**config.mk**
```make
export PLATFORM = sky130hd
export DESIGN_NAME = ccu_r_mux_lock_arbiter
export DESIGN_NICKNAME = d
export VERILOG_FILES = /design/src/rtl/ccu_r_mux_lock_arbiter_pkg.sv /design/src/rtl/ccu_rr_pick.sv /design/src/rtl/ccu_r_mux_lock_arbiter.sv
export SDC_FILE = /design/constraint.sdc
export NUM_CORES = 1
export LEC_CHECK = 0
export ABC_CLOCK_PERIOD_IN_PS = 1500
export CORE_AREA = 2 2 39 41
export CTS_CLUSTER_SIZE = 14
export DETAILED_ROUTE_END_ITERATION = 8
export DIE_AREA = 0 0 41 43
export PLACE_DENSITY_LB_ADDON = 0.25
export SLEW_MARGIN = 30
export SYNTH_ARGS = -nofsm -noshare
export SYNTH_HDL_FRONTEND = slang
export SYNTH_SLANG_ARGS = --single-unit
```
**constraint.sdc**
```tcl
create_clock -name clk_i -period 1.5 [get_ports clk_i]
set_input_delay 0.15 -clock clk_i [delete_from_list [all_inputs] [get_ports clk_i]]
set_output_delay 0.15 -clock clk_i [all_outputs]
set_load 0.01 [all_outputs]
```
**src/rtl/ccu_r_mux_lock_arbiter_pkg.sv**
```systemverilog
`default_nettype none
// +--------------------------------------------------------------------+
// | ccu_r_mux_lock_arbiter_pkg : shared types for the CCU R lock mux   |
// | rev 1.0                                                            |
// +--------------------------------------------------------------------+
package ccu_r_mux_lock_arbiter_pkg;

  typedef enum logic [0:0] {
    L_IDLE   = 1'b0,
    L_LOCKED = 1'b1
  } lock_fsm_t;

  // Index width that stays at least one bit wide for degenerate sizes.
  function automatic int idx_width(input int n);
    return (n > 1) ? $clog2(n) : 1;
  endfunction

  typedef struct packed {
    logic [3:0]  id;
    logic [31:0] data;
    logic [1:0]  resp;
    logic        last;
    logic        user;
  } ccu_r_t;

endpackage
`default_nettype wire

```
**src/rtl/ccu_rr_pick.sv**
```systemverilog
`default_nettype none
// +--------------------------------------------------------------------+
// | ccu_rr_pick : first set request at or after ptr, modulo NumReq     |
// | rev 1.0                                                            |
// +--------------------------------------------------------------------+
module ccu_rr_pick
  import ccu_r_mux_lock_arbiter_pkg::*;
#(
  parameter int NumReq = 2,
  parameter int IdxW   = idx_width(NumReq)
) (
  input  logic [NumReq-1:0] req_i,
  input  logic [IdxW-1:0]   ptr_i,
  output logic [IdxW-1:0]   sel_o,
  output logic              valid_o
);

  logic [IdxW:0]   sum;
  logic [IdxW-1:0] idx;

  always_comb begin
    sel_o   = '0;
    valid_o = 1'b0;
    sum     = '0;
    idx     = '0;
    for (int i = 0; i < NumReq; i++) begin
      // ptr < NumReq, so a single conditional subtract wraps the sum.
      sum = {1'b0, ptr_i} + (IdxW+1)'(i);
      if (sum >= (IdxW+1)'(NumReq)) begin
        sum = sum - (IdxW+1)'(NumReq);
      end
      idx = sum[IdxW-1:0];
      if (!valid_o && req_i[idx]) begin
        valid_o = 1'b1;
        sel_o   = idx;
      end
    end
  end

endmodule
`default_nettype wire

```
**src/rtl/ccu_r_mux_lock_arbiter.sv**
```systemverilog
`default_nettype none
// +--------------------------------------------------------------------+
// | ccu_r_mux_lock_arbiter : R-channel lock arbiter and owner mux      |
// | rev 1.0                                                            |
// +--------------------------------------------------------------------+
module ccu_r_mux_lock_arbiter
  import ccu_r_mux_lock_arbiter_pkg::*;
#(
  parameter int  NumReq   = 2,
  parameter type r_chan_t = logic,
  parameter int  IdxW     = idx_width(NumReq)
) (
  input  logic                   clk_i,
  input  logic                   rst_i,
  input  logic [NumReq-1:0]      lock_req_i,
  output logic [NumReq-1:0]      lock_gnt_o,
  input  logic [NumReq-1:0]      lock_free_i,
  input  logic [NumReq-1:0]      r_valid_i,
  input  r_chan_t [NumReq-1:0]   r_i,
  output logic [NumReq-1:0]      r_ready_o,
  output logic                   r_valid_o,
  output r_chan_t                r_o,
  input  logic                   r_ready_i,
  output logic                   locked_o,
  output logic [IdxW-1:0]        owner_o,
  output logic                   err_o
);

  lock_fsm_t         state_q, state_d;
  logic [IdxW-1:0]   owner_q, owner_d;
  logic [IdxW-1:0]   rr_ptr_q, rr_ptr_d;
  logic              err_q, err_d;
  logic [NumReq-1:0] gnt;
  logic [NumReq-1:0] owner_oh;
  logic [IdxW-1:0]   pick_sel;
  logic              pick_valid;

  ccu_rr_pick #(
    .NumReq (NumReq),
    .IdxW   (IdxW)
  ) u_rr_pick (
    .req_i   (lock_req_i),
    .ptr_i   (rr_ptr_q),
    .sel_o   (pick_sel),
    .valid_o (pick_valid)
  );

  always_comb begin
    state_d  = state_q;
    owner_d  = owner_q;
    rr_ptr_d = rr_ptr_q;
    err_d    = err_q;
    gnt      = '0;
    owner_oh = '0;
    owner_oh[owner_q] = 1'b1;
    case (state_q)
      L_IDLE: begin
        if (pick_valid) begin
          gnt[pick_sel] = 1'b1;
          state_d       = L_LOCKED;
          owner_d       = pick_sel;
          rr_ptr_d      = (pick_sel == IdxW'(NumReq-1)) ? '0 : pick_sel + 1'b1;
        end
        if ((|lock_free_i) || (|r_valid_i)) begin
          err_d = 1'b1;
        end
      end
      L_LOCKED: begin
        // Only the owner's free releases; dropping its request does not.
        if (lock_free_i[owner_q]) begin
          state_d = L_IDLE;
          owner_d = '0;
        end
        if ((|(lock_free_i & ~owner_oh)) || (|(r_valid_i & ~owner_oh))) begin
          err_d = 1'b1;
        end
      end
      default: begin
        state_d = L_IDLE;
        owner_d = '0;
      end
    endcase
  end

  always_ff @(posedge clk_i or posedge rst_i) begin
    if (rst_i) begin
      state_q  <= L_IDLE;
      owner_q  <= '0;
      rr_ptr_q <= '0;
      err_q    <= 1'b0;
    end else begin
      state_q  <= state_d;
      owner_q  <= owner_d;
      rr_ptr_q <= rr_ptr_d;
      err_q    <= err_d;
    end
  end

  // Grant is combinational, so it must also be forced low while reset is held.
  assign lock_gnt_o = rst_i ? '0 : gnt;
  assign locked_o   = (state_q == L_LOCKED);
  assign owner_o    = owner_q;
  assign err_o      = err_q;

  always_comb begin
    r_valid_o = 1'b0;
    r_o       = '0;
    r_ready_o = '0;
    if (state_q == L_LOCKED) begin
      r_valid_o          = r_valid_i[owner_q];
      r_o                = r_i[owner_q];
      r_ready_o[owner_q] = r_ready_i;
    end
  end

endmodule
`default_nettype wire

```
==> results of run 1 <==
## per-stage QoR
step	total power [mW]	utilization (%)	area, sq um	std cells
after floorplan	0.438	-	290	30
after global placement	0.669	39.3	544	71
after detailed placement	0.673	39.3	544	71
after CTS	0.807	41.2	571	75
after global routing	0.867	41.7	577	76
final	0.799	41.7	577	76
## per-layer routing
layer | wire length [um] | share of wire, %
met4 | 0 | 0
met1 | 295 | 40
met2 | 395 | 54
met5 | 0 | 0
met3 | 47 | 6.4
## worst max-delay path, stage by stage, from the launching register on
cell and delay (ps):
dfrtp_2 410, buf_4 130, clkdlybuf4s50_1 520
## synthesized netlist by cell type
cell type	n	area [sq um]
a32o_2	1	11.3
dfrtp_1	4	100
and3_2	1	7.51
mux2i_1	3	30.0
and3_1	1	6.26
mux2_4	1	15.0
nand2_1	2	7.51
o31ai_1	1	7.51
nor2b_1	3	18.8
inv_1	2	7.51
buf_2	1	5.00
nor4bb_1	1	10.0
buf_6	1	11.3
nor4b_1	1	8.76
a21oi_2	1	8.76
nor4_1	1	6.26
nand2b_1	2	12.5
nor3_1	1	5.00
nor2_1	1	3.75
a211oi_1	1	7.51
## final timing paths
path / from / end / cells after the start
max: owner_o / owner_o / 2
min: rst_i / locked_o / 3
max reg2reg: locked_o / owner_o / 3
min reg2reg: err_o / err_o / 2
max in group asynchronous: rst_i / owner_o / 3
min in group clk_i: err_o / err_o / 2
## what timing repair did
action / in CTS / in global routing
gates resized for setup: 8 / 3
cloned: 0 / 0
setup buffers: 1 / 1
setup endpoints to repair: 7 / 3
## power by group through the flow
stage                     Sequential (mW)  Combinational (mW)  Clock [mW]
final                               0.199               0.469       0.130
after global routing                0.209               0.515       0.144
after CTS                           0.207               0.459       0.141
after detailed placement            0.208               0.466           0
after global placement              0.207               0.462           0
after floorplan                     0.186               0.252           0
## registers in the layout, summed over array words and instances (netlist names)
register	flops
err_o	1
locked_o	1
owner_o	1
rr_ptr_q	1
## area by class of cell
type                    count  area [sq um]  share of cell area, %
repair buffers             29           256                   44.5
well taps                  16          20.0                   3.47
multi-input cells          22           169                   29.3
clock buffers               3          22.5                   3.90
flip-flops and latches      4           101                   17.6
inverters                   2          7.51                   1.30
## logic make-up (layout without fill, tap and decap cells)
group	Yosys count	in the layout	share of synthesized area, %
AND/OR/NAND/NOR	14	14	29.7
AO/OA/AOI/OAI	4	4	12.1
multiplexers	4	4	15.5
flip-flops	4	4	34.5
buffers and inverters	4	34	8.19
==> summary.md, run 1 <==
| Metric | Value |
|---|---|
| Outcome | `complete, no violations` |
| Achievable frequency | `0.698 GHz` |
| GR Layer Usage met3 | `3.14%` |
| Post-synthesis cell type count | `20` |
| Post-placement setup slack | `-150 ps` |
| Effective utilization at floorplan | `21.0%` |
| Clock buffers created by TritonCTS | `3` |
| Aggregate global-route resource usage | `11.7%` |
| Detailed-placement wirelength estimate | `604 um` |
| Leakage power summed over all cells | `0.293 nW` |
| Critical path capture point type | `output port` |
| Count of endpoints failing setup in the final report | `0` |
| Number of routed nets with antenna violations | `0` |
| Slew @ Worst Pin | `249 ps` |
| Setup slack of the most critical reg-to-reg path | `420 ps` |
| Switching share of total power | `32.7%` |
| Die height | `43 um` |
| Number of hold buffers added after cts | `0` |
| Post-synthesis sequential element count | `4` |
| Total wire length after detailed routing | `738 um` |
| Warning count from the yosys run | `0` |
| Worst EP required | `1350 ps` |
| Leading cell types in the layout, fill and taps excluded | `clkdlybuf4s50_1 (12), buf_4 (10), dlygate4sd2_1 (5)` |
| Area of the die | `0.00176 sq mm` |
| Worst hold margin | `222 ps` |
| Part of the cycle the worst path needs | `95.6%` |
| Clock Tree Root | `clkbuf_4` |
| Cell count after synthesis | `30` |
| FILL cells | `151` |
| First DRT Iteration DRCs | `6` |
| Synthesized cell area | `290 sq um` |
| Kind of path behind the tightest hold check | `in -> async` |
| Initial antenna violation count | `0` |
| Total power divided by cell area | `1380 mW/mm^2` |
| Number of vias in the routed layout | `331` |
| Die Width | `41 um` |
| Max clock buf depth | `2` |
| Worst clock skew on the final layout | `0.572 ps` |
| Total DRC errors in the routed layout | `0` |
| Number of violations of the max-capacitance limit | `0` |
| Share of final-layout standard cells stronger than drive strength 1 | `33.3%` |
| Design internal power | `0.537 mW` |
| First-pass GRT wire length | `1320 um` |
| Data arrival, critical path | `1280 ps` |
| Setup ws final | `66.3 ps` |
| GRT Max-Usage Layer | `met2` |
| Number of buffer cells added on primary ports | `19` |
| CTS sink count | `4` |
| Part of the total power dissipated in sequential elements | `24.9%` |
| Max-slew violations | `0` |
| Syn avg cell area | `9.68 sq um` |
| Clock tree from TritonCTS | `built` |
| Routed wire per std cell | `9.71 um` |
| Leading cell type in the layout, fill and taps excluded | `clkdlybuf4s50_1` |
| Clock share of power | `16.3%` |
| Startpoint type of the worst setup path | `flip-flop` |
| Core region area | `0.00138 sq mm` |
| Met1 track demand over resource in global routing | `12.4%` |
| Vias per cell | `4.36` |
| Final min period | `1430 ps` |
| Sequential cell area fraction in the yosys report | `34.5%` |
| Hold violation total from the final report | `0` |
| Vias in the first global route | `346` |
| Gp weighted congestion | `0.632` |
| Count of nets after finishing | `73` |
| Worst-skew pair later-pin latency | `230 ps` |
| Unrepaired setup endpoints after global routing | `no` |
| Mapped Nets | `41` |
| 1st-pass router iterations | `4` |
| Worst Setup Path Type | `reg -> out` |
| Total I/O pin count | `20` |
| Largest net degree at the start of global routing | `10` |
| Maximum fanout count along the critical path | `6` |
| Switching power summed over all nets | `0.261 mW` |
| Cell row count | `14` |
| Sum of negative setup slack | `0 ps` |
| Max VDD drop | `0.419 mV` |
| Diode insertion count for antenna repair | `0` |
| # H-tree levels | `1` |
| Clock input transition at the sequential cells of the worst setup and hold paths | `40 ps` |
| Fraction of power consumed by combinational cells | `58.8%` |
| Total grt overflow | `0` |
| Area growth from synthesis to final layout | `98.7%` |
| Met2 track demand over resource | `16.9%` |
| Relative slew slack | `83.1%` |
(Power assumes the default switching activity.)
==> run 2, diff against run 1 <==
CAP_MARGIN = 40   (was unset)
==> results of run 2 <==
No change in the layout: final DEF, timing and power equal those of run 1.
